===== config.mk =====
export PLATFORM = sky130hd
export DESIGN_NAME = sprite_draw_scheduler
export DESIGN_NICKNAME = d
export VERILOG_FILES = /design/src/rtl/sprite_draw_scheduler.sv
export SDC_FILE = /design/constraint.sdc
export NUM_CORES = 1
export LEC_CHECK = 0
export ABC_AREA = 1
export CORE_MARGIN = 3
export CORE_UTILIZATION = 45
export CTS_BUF_LIST = sky130_fd_sc_hd__clkbuf_2
export CTS_CLUSTER_SIZE = 25
export DETAILED_ROUTE_END_ITERATION = 16
export GPL_ROUTABILITY_DRIVEN = 0
export PLACE_DENSITY_LB_ADDON = 0.1
export SETUP_SLACK_MARGIN = 0.15
export SLEW_MARGIN = 20
export SYNTH_ARGS = -nofsm -noshare
export SYNTH_HDL_FRONTEND = slang
export SYNTH_SLANG_ARGS = --single-unit

===== constraint.sdc =====
create_clock -name clk -period 2.15 [get_ports clk]
set_input_delay 0.5375 -clock clk [delete_from_list [all_inputs] [get_ports clk]]
set_output_delay 0.5375 -clock clk [all_outputs]
set_load 0.02 [all_outputs]

===== src/rtl/sprite_draw_scheduler.sv =====
// rtl/sprite_draw_scheduler.sv - round-robin arbiter granting three sprite drawers the VGA write port
module sprite_draw_scheduler #(
  parameter logic [9:0] TIMEOUT_CYC = 10'd600
) (
  input  logic       clk,
  input  logic       resetn,
  input  logic [2:0] req,
  input  logic [2:0] drw_done,
  input  logic [8:0] drw_x0,
  input  logic [8:0] drw_x1,
  input  logic [8:0] drw_x2,
  input  logic [7:0] drw_y0,
  input  logic [7:0] drw_y1,
  input  logic [7:0] drw_y2,
  input  logic [2:0] drw_c0,
  input  logic [2:0] drw_c1,
  input  logic [2:0] drw_c2,
  input  logic [2:0] drw_we,
  output logic [2:0] plot,
  output logic [2:0] grant,
  output logic [8:0] x_out,
  output logic [7:0] y_out,
  output logic [2:0] colour_out,
  output logic       writeEn,
  output logic [2:0] ack,
  output logic       timeout_err,
  output logic       busy
);

  typedef enum logic [1:0] {S_IDLE, S_ISSUE, S_WAIT, S_RELEASE} state_e;

  state_e     state_q, state_d;
  logic [2:0] pend_q, pend_d;
  logic [2:0] grant_q, grant_d;
  logic [1:0] idx_q, idx_d;
  logic [1:0] ptr_q, ptr_d;
  logic [9:0] cnt_q, cnt_d;
  logic       to_q, to_d;
  logic [8:0] x_q;
  logic [7:0] y_q;
  logic [2:0] c_q;
  logic       we_q;

  logic [1:0] win;
  logic       found;
  logic [2:0] cand;
  logic [8:0] sel_x;
  logic [7:0] sel_y;
  logic [2:0] sel_c;
  logic       sel_we;
  logic       sel_done;

  // Round-robin search starting at ptr_q, wrapping modulo 3.
  always_comb begin
    win   = ptr_q;
    found = 1'b0;
    cand  = 3'd0;
    for (int k = 0; k < 3; k++) begin
      cand = {1'b0, ptr_q} + 3'(k);
      if (cand >= 3'd3) cand = cand - 3'd3;
      if (!found && pend_q[cand[1:0]]) begin
        found = 1'b1;
        win   = cand[1:0];
      end
    end
  end

  // Only the granted drawer's pixel and done are ever looked at.
  always_comb begin
    sel_x = drw_x2; sel_y = drw_y2; sel_c = drw_c2;
    sel_we = drw_we[2]; sel_done = drw_done[2];
    case (idx_q)
      2'd0: begin
        sel_x = drw_x0; sel_y = drw_y0; sel_c = drw_c0;
        sel_we = drw_we[0]; sel_done = drw_done[0];
      end
      2'd1: begin
        sel_x = drw_x1; sel_y = drw_y1; sel_c = drw_c1;
        sel_we = drw_we[1]; sel_done = drw_done[1];
      end
      default: ;
    endcase
  end

  always_comb begin
    state_d = state_q;
    grant_d = grant_q;
    idx_d   = idx_q;
    ptr_d   = ptr_q;
    cnt_d   = cnt_q;
    to_d    = to_q;
    // A request in the release cycle keeps the pending bit alive.
    pend_d  = (pend_q & ~((state_q == S_RELEASE) ? grant_q : 3'b000)) | req;
    case (state_q)
      S_IDLE: begin
        if (found) begin
          grant_d = 3'b001 << win;
          idx_d   = win;
          state_d = S_ISSUE;
        end
      end
      S_ISSUE: begin
        cnt_d   = 10'd0;
        state_d = S_WAIT;
      end
      S_WAIT: begin
        if (sel_done) begin
          to_d    = 1'b0;
          state_d = S_RELEASE;
        end else if (cnt_q == TIMEOUT_CYC - 10'd1) begin
          to_d    = 1'b1;
          state_d = S_RELEASE;
        end else begin
          cnt_d = cnt_q + 10'd1;
        end
      end
      S_RELEASE: begin
        grant_d = 3'b000;
        ptr_d   = (idx_q == 2'd2) ? 2'd0 : idx_q + 2'd1;
        cnt_d   = 10'd0;
        state_d = S_IDLE;
      end
      default: state_d = S_IDLE;
    endcase
  end

  always_ff @(posedge clk or negedge resetn) begin
    if (!resetn) begin
      state_q <= S_IDLE;
      pend_q  <= 3'b000;
      grant_q <= 3'b000;
      idx_q   <= 2'd0;
      ptr_q   <= 2'd0;
      cnt_q   <= 10'd0;
      to_q    <= 1'b0;
      x_q     <= 9'd0;
      y_q     <= 8'd0;
      c_q     <= 3'd0;
      we_q    <= 1'b0;
    end else begin
      state_q <= state_d;
      pend_q  <= pend_d;
      grant_q <= grant_d;
      idx_q   <= idx_d;
      ptr_q   <= ptr_d;
      cnt_q   <= cnt_d;
      to_q    <= to_d;
      if (state_q == S_WAIT) begin
        x_q  <= sel_x;
        y_q  <= sel_y;
        c_q  <= sel_c;
        we_q <= sel_we;
      end else begin
        x_q  <= 9'd0;
        y_q  <= 8'd0;
        c_q  <= 3'd0;
        we_q <= 1'b0;
      end
    end
  end

  assign grant       = grant_q;
  assign plot        = (state_q == S_ISSUE)   ? grant_q : 3'b000;
  assign ack         = (state_q == S_RELEASE) ? grant_q : 3'b000;
  assign timeout_err = (state_q == S_RELEASE) && to_q;
  assign busy        = (state_q != S_IDLE);
  assign x_out       = x_q;
  assign y_out       = y_q;
  assign colour_out  = c_q;
  assign writeEn     = we_q;

endmodule

==> metrics.md <==
| Metric | Value |
|---|---|
| Layout Nets | `562` |
| Congestion Overflow GR | `0` |
| DRT antenna net count | `0` |
| Lkg Pwr | `2.31 nW` |
| Worst path bufs/invs | `3` |
| Setup violations, final | `0` |
| Reg clk slew, reported paths | `0.24 ns` |
| DR pass1 iterations | `5` |
| Post-synth top area share | `0.418` |
| Worst rel slew slack | `0.687` |
| Main synth FF type | `dfrtp_1` |
| Area grow syn2layout | `49.9%` |
| Number of flops mapped to enable cells by yosys | `0` |
| 1st-iter DRT viols | `156` |
| Clock Tree Root | `clkbuf_2` |
| Highest net fanout along the worst path | `4` |
| DR DRC count | `0` |
| CTS H-tree depth | `2` |
| Mapped cell area | `2640 sq um` |
| Wirelength per Cell | `13.0 microns` |
| CTS tree | `built` |
| Post-synth ARST share | `1.00` |
| Initial antenna violation count | `0` |
| Total power | `4.54 mW` |
| PD cells | `1150 nW/um^2` |
| Hold Crit Class | `reg -> reg` |
| Drt via density | `4.86` |
| Setup crit start kind | `flop` |
| Final instance area | `3950 sq um` |
| Final hold viol count | `0` |
| Largest cells by area after synthesis | `dfrtp_1 42%, nand2_1 22%, nand3_1 8.4%, inv_1 6.7%, ha_1 3.8%` |
| Core ar. | `5570 sq um` |
| CP Class | `reg -> out` |
| Worst stage delay on the critical path | `0.46 ns` |
| Sequential element share of the synthesized area | `0.418` |
| Synth Warn # | `0` |
| Hold_ws | `0.526 ns` |
| First-pass GRT wire length | `11.8 mm` |
| Post-DP Area | `3730 sq um` |
| I/O pin count | `103` |
| CTS Sinks | `44` |
| F_max | `506 MHz` |
| Post-synth top area cell | `dfrtp_1` |
| Count leader, synth | `nand2_1` |
| Top delay family on crit path | `flip-flops` |
| CTS max path bufs | `2` |
| Seq. cell area | `1100 sq um` |
| Slowest cell on crit path | `dfrtp_1` |
| Chip width | `82.5 microns` |
| WP data arrival | `1.44 ns` |
| Most used cell along the critical path | `buf_4` |
| WP data required | `1.61 ns` |
| IO buf count | `102` |
| Setup TNS | `0 ns` |
| Synth Instances | `375` |
| Syn avg cell area | `7.03 sq um` |
| Clock Latency Late Sink | `0.43 ns` |
| Status | `finished clean` |
| Top cells by count, synth | `152 x nand2_1, 47 x inv_1, 44 x dfrtp_1, 44 x nand3_1, 17 x nor2_1` |
| #FFs+latches synth | `44` |
| Drt total wl | `7.26 mm` |
| Worst Skew | `0.0150 ns` |
| Worst slew pin tran | `0.470 ns` |
| Crit-path cells | `buf_4 -> ha_4 -> nand2_1 -> inv_1 -> buf_4` |
| GR Util All Layers | `0.227` |
| Die height | `82.5 microns` |
| Crit path capture type | `output pin` |
| Area of the multi-input gates | `1350 sq um` |
| Fraction of layout cells with a size suffix above 1 | `0.130` |
| Inserted Clock Buffers | `5` |
| Syn nets | `454` |
| Via count | `2703` |
| Fillers | `475` |
| # diodes | `0` |
| Worst VDD drop | `702 uV` |
| Vias in the first global route | `2609` |
| Cell row count | `27` |
| Minimum clock period after layout | `1.98 ns` |
| Crit share post-route | `0.920` |
| Slew Viols, Final | `0` |
| Yosys cell types | `29` |
| Max-Cap Viols | `0` |
| R2r setup slk | `0.33 ns` |
| Largest net degree at the start of global routing | `27` |
| Post-DP HPWL | `5.30 mm` |
| Initial Util | `0.473` |
| Die area | `6810 sq um` |
| RSZ-0062 raised after global routing | `true` |
## registers in the layout (all words and copies together) (netlist names)
signal	flops
y_out	8
grant	3
writeEn	1
ptr_q	2
cnt_q	10
idx_q	2
state_q	2
x_out	9
to_q	1
pend_q	3
colour_out	3
## logic make-up (layout without fill, tap and decap cells)
group | count (synthesis) | count (layout) | share of synthesized area
AOI/OAI and AO/OA | 24 | 24 | 0.0631
xor gates and xnor gates | 6 | 6 | 0.0199
adders and majority gates | 8 | 8 | 0.0380
buffers and inverters | 65 | 174 | 0.0988
DFF | 44 | 44 | 0.418
and+or+nand+nor | 228 | 228 | 0.362
## per-stage QoR
step | cells | util | setup slack (ns)
2_1_floorplan | 375 | - | 0.492
3_3_place_gp | 542 | 0.670 | 0.192
3_5_place_dp | 542 | 0.670 | 0.150
4_1_cts | 554 | 0.688 | 0.129
5_1_grt | 556 | 0.708 | 0.0889
6_report | 556 | 0.708 | 0.173
## layout make-up
class                           count  area share
Multi-Input combinational cell    266       0.341
Timing Repair Buffer              114       0.289
Sequential cell                    44       0.279
Inverter                           52      0.0494
Tap cell                           72      0.0228
Clock inverter                      3      0.0117
Clock buffer                        5     0.00634
## placed cells by master (no fill, tap or decap), types with 2 or more instances in the layout
cell,synthesis,routed
nand2_1,152,148
clkdlybuf4s50_1,0,69
nand3_1,44,44
inv_1,47,43
dfrtp_1,44,43
nor2_1,17,17
dlymetal6s2s_1,0,14
buf_4,0,13
o21ai_1,11,10
dlygate4sd2_1,0,10
inv_2,5,9
nand2_2,4,7
xor2_1,6,6
o21ai_2,4,5
clkbuf_2,0,5
buf_6,2,5
ha_4,0,4
ha_1,8,4
o21bai_1,3,3
nor3_1,3,3
nor2_4,1,2
nand4_1,2,2
## worst register-to-register path: stages, from the launching register on
cell and delay, ns:
dfrtp_1 0.45, buf_4 0.15, ha_4 0.29, inv_2 0.06, nand2_1 0.06, nand3_1 0.08, nand2_1 0.12, nand3_1 0.10
nor2_1 0.15, inv_1 0.06, o21ai_1 0.10, nand3_1 0.12, nand2_1 0.07
## per-layer routing
| layer | track usage | vias up | share of wire | wire length (microns) |
|---|---|---|---|---|
| met4 | 0.0490 | 0 | 0.0094 | 68 |
| met3 | 0.0911 | 7 | 0.10 | 742 |
| li1 | - | 1365 | - | - |
| met2 | 0.389 | 102 | 0.49 | 3540 |
| met1 | 0.267 | 1229 | 0.40 | 2900 |
| met5 | 0 | - | 0 | 0 |
## final timing paths
kind / startpoint / end / cells past startpoint
worst max-delay path: state_q[0] / plot[2] / 5
worst min-delay path: to_q / to_q / 2
worst max register to register: ptr_q[1] / grant[0] / 12
worst min register to register: to_q / to_q / 2
max in group asynchronous: resetn / state_q[1] / 3
min in group asynchronous: resetn / y_out[5] / 2
## timing repair
item | 4_1_cts | 5_1_grt
pin swaps | 0 | 0
gates resized for setup | 53 | 36
hold buffers | 1 | 0
gates cloned | 0 | 0
endpoints found under the setup margin | 18 | 28
setup buffers | 3 | 2
endpoints found under the hold margin | 3 | 0
## power breakdown
group          internal (mW)  switching, mW
clock network          0.200          0.303
registers               1.08          0.170
logic                   1.09           1.70
Power figures use the tool's default switching activity.
